`config.mk`:
```
export PLATFORM = sky130hd
export DESIGN_NAME = round_judge
export DESIGN_NICKNAME = d
export VERILOG_FILES = /design/src/rtl/round_judge.sv
export SDC_FILE = /design/constraint.sdc
export NUM_CORES = 1
export LEC_CHECK = 0
export BUFFER_PORTS_ARGS = -buffer_cell sky130_fd_sc_hd__buf_4
export CORE_MARGIN = 4
export CORE_UTILIZATION = 35
export CTS_CLUSTER_SIZE = 24
export DETAILED_ROUTE_END_ITERATION = 10
export PLACE_DENSITY = 0.52
export SETUP_SLACK_MARGIN = 0.15
export SLEW_MARGIN = 30
export SYNTH_ARGS = -nofsm -noshare
export SYNTH_HDL_FRONTEND = slang
export SYNTH_SLANG_ARGS = --single-unit
```
`constraint.sdc`:
```
create_clock -name clk -period 2.76 [get_ports clk]
set_clock_uncertainty 0.15 [all_clocks]
set_input_delay 0.414 -clock clk [delete_from_list [all_inputs] [get_ports clk]]
set_output_delay 0.414 -clock clk [all_outputs]
set_load 0.02 [all_outputs]
```
`src/rtl/round_judge.sv`:
```
// Reaction-time round judge: runs one ARM/GO round per start and reports win/foul/timeout
// with a one-cycle round_ended strobe; all outputs registered, no backpressure (results held until next strobe).
module round_judge #(
  parameter int          MIN_DELAY     = 64,
  parameter int          RAND_BITS     = 8,
  parameter int          WINDOW_CYCLES = 1000,
  parameter int          REACT_WIDTH   = 10,
  parameter logic [15:0] LFSR_SEED     = 16'hACE1
) (
  input  logic                   clk,
  input  logic                   rst,
  input  logic                   i_start,
  input  logic                   i_button,
  output logic                   o_go,
  output logic                   o_busy,
  output logic                   o_round_ended,
  output logic                   o_is_win,
  output logic                   o_foul,
  output logic [REACT_WIDTH-1:0] o_reaction_time
);

  localparam int DLY_W = $clog2(MIN_DELAY + (1 << RAND_BITS));

  typedef enum logic [1:0] {IDLE, ARM, GO, DONE} state_t;

  state_t                 state, state_nxt;
  logic [15:0]            lfsr;
  logic                   btn_prev;
  logic                   rise;
  logic [DLY_W-1:0]       dly_cnt, dly_cnt_nxt;
  logic [REACT_WIDTH-1:0] go_cnt, go_cnt_nxt;
  logic                   res_vld, res_win, res_foul;
  logic [REACT_WIDTH-1:0] res_time;

  assign rise = i_button & ~btn_prev;

  always_comb begin
    state_nxt   = state;
    dly_cnt_nxt = dly_cnt;
    go_cnt_nxt  = go_cnt;
    res_vld     = 1'b0;
    res_win     = 1'b0;
    res_foul    = 1'b0;
    res_time    = '0;
    case (state)
      IDLE: begin
        if (i_start) begin
          dly_cnt_nxt = DLY_W'(MIN_DELAY) + DLY_W'(lfsr[RAND_BITS-1:0]);
          state_nxt   = ARM;
        end
      end
      ARM: begin
        // dly_cnt holds the ARM cycles remaining including this one
        if (rise) begin
          state_nxt = DONE;
          res_vld   = 1'b1;
          res_foul  = 1'b1;
        end else if (dly_cnt == DLY_W'(1)) begin
          state_nxt  = GO;
          go_cnt_nxt = '0;
        end else begin
          dly_cnt_nxt = dly_cnt - DLY_W'(1);
        end
      end
      GO: begin
        // a press on the last window cycle beats the timeout
        if (rise) begin
          state_nxt = DONE;
          res_vld   = 1'b1;
          res_win   = 1'b1;
          res_time  = go_cnt;
        end else if (go_cnt == REACT_WIDTH'(WINDOW_CYCLES - 1)) begin
          state_nxt = DONE;
          res_vld   = 1'b1;
          res_time  = REACT_WIDTH'(WINDOW_CYCLES);
        end else begin
          go_cnt_nxt = go_cnt + REACT_WIDTH'(1);
        end
      end
      DONE:    state_nxt = IDLE;
      default: state_nxt = IDLE;
    endcase
  end

  always_ff @(posedge clk) begin
    if (rst) begin
      state           <= IDLE;
      lfsr            <= LFSR_SEED;
      btn_prev        <= 1'b0;
      dly_cnt         <= '0;
      go_cnt          <= '0;
      o_go            <= 1'b0;
      o_busy          <= 1'b0;
      o_round_ended   <= 1'b0;
      o_is_win        <= 1'b0;
      o_foul          <= 1'b0;
      o_reaction_time <= '0;
    end else begin
      state         <= state_nxt;
      lfsr          <= {1'b0, lfsr[15:1]} ^ (lfsr[0] ? 16'hB400 : 16'h0000);
      btn_prev      <= i_button;
      dly_cnt       <= dly_cnt_nxt;
      go_cnt        <= go_cnt_nxt;
      o_go          <= (state_nxt == GO);
      o_busy        <= (state_nxt != IDLE);
      o_round_ended <= res_vld;
      if (res_vld) begin
        o_is_win        <= res_win;
        o_foul          <= res_foul;
        o_reaction_time <= res_time;
      end
    end
  end

endmodule
```
# Word level (Yosys, flattened, before mapping)

Cells that the tools add are included.

Bits in registers: 53
Bits in latches: 0
Memory bits (writable): 0
Bits in read-only memories: 0
Output and inout port bits: 15
Word-level logic and storage cells: 60
Memories kept: 0

$add $sub $neg: 3
Multiply operators: 0
Divide/modulo/power cells: 0
Magnitude comparators: 0
Equality and inequality tests: 12
Shift-type cells: 0
Multiplexer cells: 25
Bitwise gates (word level): 3
Reduce and logical (&&, ||, !) cells: 6

Operators with widths:

| cell                                             | count |
|---|---|
| two-way mux 10 bit                               | 7 |
| two-way mux 9 bit                                | 3 |
| one-hot mux 10 bit (2 select lines)              | 1 |
| one-hot mux 9 bit (2 select lines)               | 1 |
| two-way mux 16 bit                               | 1 |
| XOR 15 x 16 -> 16 bit                            | 1 |
| inequality test 2 bit, second input constant     | 6 |
| adder 10 x 1 -> 10 bit, second input constant    | 1 |
| == test 10 bit, second input constant            | 1 |
| two-way mux 2 bit                                | 5 |
| adder 7 x 8 -> 9 bit, first input constant       | 1 |
| == test 9 x 1 -> 1 bit, second input constant    | 1 |
| subtractor 9 x 1 -> 9 bit, second input constant | 1 |
| one-hot mux 2 bit (4 select lines)               | 1 |
| == test 2 bit, second input constant             | 3 |
| nonzero test 2 bit                               | 3 |
| two-way mux 1 bit                                | 5 |
| AND reduction 5 bit                              | 1 |
| AND reduction 4 bit                              | 1 |
| == test 2 x 1 -> 1 bit, second input constant    | 1 |
| zero test 2 bit                                  | 1 |
| one-hot mux 1 bit (2 select lines)               | 1 |
| bitwise AND 1 bit                                | 1 |
| NOT 1 bit                                        | 1 |

# Depth between registers and ports, before layout

Word-level depth: 5
Depth in mapped cells: 9
Mapped depth without buffers: 7

# Worst setup path after synthesis

Ideal clock, no wire load.

Path kind: flip-flop to flip-flop
Start point: reg state[0]
End point: reg go_cnt[8]
Arrival: 2.075 ns
Setup slack: 0.464 ns
Cell stages (with the launch flop): 10
Period minus slack after synthesis: 2.296 ns
Cells stage by stage: dfxtp_1 -> inv_1 -> ha_1 -> clkbuf_1 -> nor2b_1 -> a41oi_4 -> or3_1 -> buf_2 -> or4_1 -> a21oi_1

Word-level cells in the longest chain between the ends: 3
Elaborated cells on any way between the ends: 9
Classes of those cells: 6 x eq/ne; 1 x mux; 2 x reduce/logical

RTL lines:

| what                                                                  | RTL line | source |
|---|---|---|
| start: declaration                                                    | 26       | `state_t state, state_nxt;` |
| start signal: assignment                                              | 99       | `state <= state_nxt;` |
| == test 2 bit or == test 2 x 1 -> 1 bit (tied branches)               | 45       | `case (state)` |
| inequality test 2 bit (no line) or nonzero test 2 bit (tied branches) | n/a      |  |
| AND reduction 5 bit (no line)                                         | n/a      |  |
| end signal: assignment                                                | 103      | `go_cnt <= go_cnt_nxt;` |
| end: declaration                                                      | 31       | `logic [REACT_WIDTH-1:0] go_cnt, go_cnt_nxt;` |

Parallel ways exist; a longest one is shown, timed or not.
A chain may end at the register's enable or synchronous reset.

# Worst setup path after layout

Ends and elaborated chain as after synthesis.

==> qor.csv <==
metric;value;unit
antenna_found_initial;0;
ys_seq_area_frac;0.450;
status;completed;
rsz0062_at_grt;false;
clk_pin_slew_worst_paths;100;ps
maxCapViolCount;0;
cpPeakStageDelay;490;ps
area_growth;11.8;%
finalHoldViolations;0;
cp_top_family;simple AND/OR/NAND/NOR gates;
cts_setup_buffers;0;
period_minus_slack;2380;ps
synth_most_common_cell;dfxtp_1;
dr.pass1.iters;4;
cts.htree.levels;2;
ys_types;41;
final_nets;300;
wirelength_met1;2610;um
clockPowerShare;0.208;
synth_top_area_frac;0.450;
cp.required;2850;ps
start_util;0.365;
drc;0;
clk_latency;310;ps
critical_path_class;reg2reg;
track_usage;0.131;
synthArstFlopShare;0;
routed_wl;5060;um
arrival;2480;ps
first_global_vias;1834;
setup_tns;0;ps
ios;19;
setup_viol;0;
die_x;90.1;um
p_per_area;805;mW/mm^2
postRouteAntennaNets;0;
irDropWorstVdd;0.274;mV
viasPerCell;5.16;
switching_share;0.366;
crit_path_start_kind;flip-flop;
crit_path_max_fanout;8;
cts_buffers;5;
grt_first_pass_wirelength;8900;um
post-route-util;0.408;
std_cell_rows;29;
cts_root_buf;clkbuf_8;
dieArea;0.00811;mm^2
port_buffers;18;
cts_tree;built;
cts-resized-gates;0;
cp_cell_sequence;inv_1, ha_1, nor2b_1, a41oi_4, or3_1, or4_1, a21oi_1;
netlist_area;0.00236;mm^2
ys_seq_elements;53;
hp-class;in2reg;
place.gp.congestion;0.813;
yosys_warnings;0;
slew_viol_final;0;
slew_headroom;0.598;
synth.avg_cell_area;8.51;um^2
cpMaxStageDelayCell;or4_1;
core;0.00646;mm^2
dr_wl_met2;2230;um
synthFlopType;dfxtp_1;
synthTopCellsByArea;dfxtp_1 (45%), a21oi_1 (5.5%), nor2_1 (5.3%), ha_1 (3.7%), nand2_1 (3.7%);
top_layer;met4;
cts_hold_buf;0;
dieHeight;90.1;um
hold_ws;189;ps
synth_top_area_cell;dfxtp_1;
clock_sinks;53;
cts.path.max_buffers;2;
p_switching;777;uW
p_seq_frac;0.437;
antenna_cells;0;
grt-ovfl-total;0;
yosys-top-cells-count;dfxtp_1 (53), nor2_1 (33), a21oi_1 (26);
fin_crit_sh;0.864;
wire_per_inst;13.8;um
dp_hpwl;3430;um
internal_power;1350;uW
drive_gt1_frac;0.148;
worstMarginPinSlew;597;ps
syn_nets;288;
dr.first_iter.drc_count;62;
grt_max_degree;50;
end_kind;flip-flop;
p_comb_frac;0.355;
p_leak;0.000950;uW
clock.fmax;419;MHz
vias;1894;
wl_met3;140;um
cp_num_buf_inv;1;
synthCells;277;
synth_edf_count;0;
[power by group through the flow]
| stage | clock [uW] | combinational (uW) | sequential [uW] |
|---|---|---|---|
| floorplan | 0 | 577 | 948 |
| CTS | 459 | 759 | 928 |
| finish | 441 | 754 | 928 |
| global route | 491 | 853 | 945 |
| global placement | 0 | 758 | 944 |
| detailed placement | 0 | 755 | 946 |
[placed cells by master, fill, tap and decap left out, types with 3 or more instances in the layout]
cell type,count
clkbuf_8,5
or2_2,9
a211oi_1,6
xnor2_1,8
and2_1,4
or3_1,4
a21o_1,3
nor3_1,6
nor2_1,33
a21oi_1,26
dfxtp_1,53
nand3_1,12
nor2b_1,13
nand2_1,23
inv_1,5
buf_4,22
ha_1,7
a31oi_1,5
o21ai_0,11
nand2b_1,5
[logic make-up (layout without fill, tap and decap cells)]
group | after synthesis | in the layout | synth area share
AND/OR/NAND/NOR | 121 | 121 | 0.266
AO/OA/AOI/OAI | 63 | 63 | 0.169
flip-flops | 53 | 53 | 0.450
buffers and inverters | 23 | 36 | 0.0387
XOR/XNOR | 8 | 8 | 0.0297
adder cells (fa/ha/maj) | 7 | 7 | 0.0372
multiplexers | 2 | 2 | 0.00849
[through the flow]
stage	setup slack, ps	total power [uW]	std cells	cell area, um^2
6_report	376	2120	367	2640
5_1_grt	228	2290	367	2640
4_1_cts	377	2150	367	2640
3_5_place_dp	385	1700	359	2550
3_3_place_gp	408	1700	359	2550
2_1_floorplan	464	1530	277	2360
[cell type report]
class	instances	area [um^2]
Clock buffer	6	72.6
Sequential cell	53	1060
Clock inverter	2	13.8
Fill cell	671	3820
Tap cell	77	96.3
Inverter	6	22.5
Multi-Input combinational cell	201	1200
Timing Repair Buffer	22	165
[metal layers]
metal  global-route usage  vias to the layer above
li1                     -                      970
met1                0.185                      895
met2                0.194                       22
met3               0.0342                        7
met4               0.0421                        0
met5                    0                        -
[path summary, 6_finish.rpt]
check | start | end | slack (ps) | cells after the start
max | state[0] | go_cnt[8] | 380 | 7
min | i_button | btn_prev | 190 | 2
max reg2reg | state[0] | go_cnt[8] | 380 | 7
min reg2reg | lfsr[8] | lfsr[7] | 270 | 1
[state kept, by name, indices dropped and copies added (netlist names)]
signal / flops
go_cnt: 10
lfsr: 16
dly_cnt: 9
o_is_win: 1
o_foul: 1
state: 2
o_go: 1
o_busy: 1
btn_prev: 1
o_reaction_time: 10
o_round_ended: 1
[worst reg2reg max path, delay by kind of cell, from the launching register on]
kind	cells	cell delay, ps
AO/OA/AOI/OAI	2	230
AND/OR/NAND/NOR	3	1220
adder cells (fa/ha/maj)	1	310
buffers and inverters	1	100
flip-flops	1	340
No activity file was read; power rests on OpenSTA's default activity.
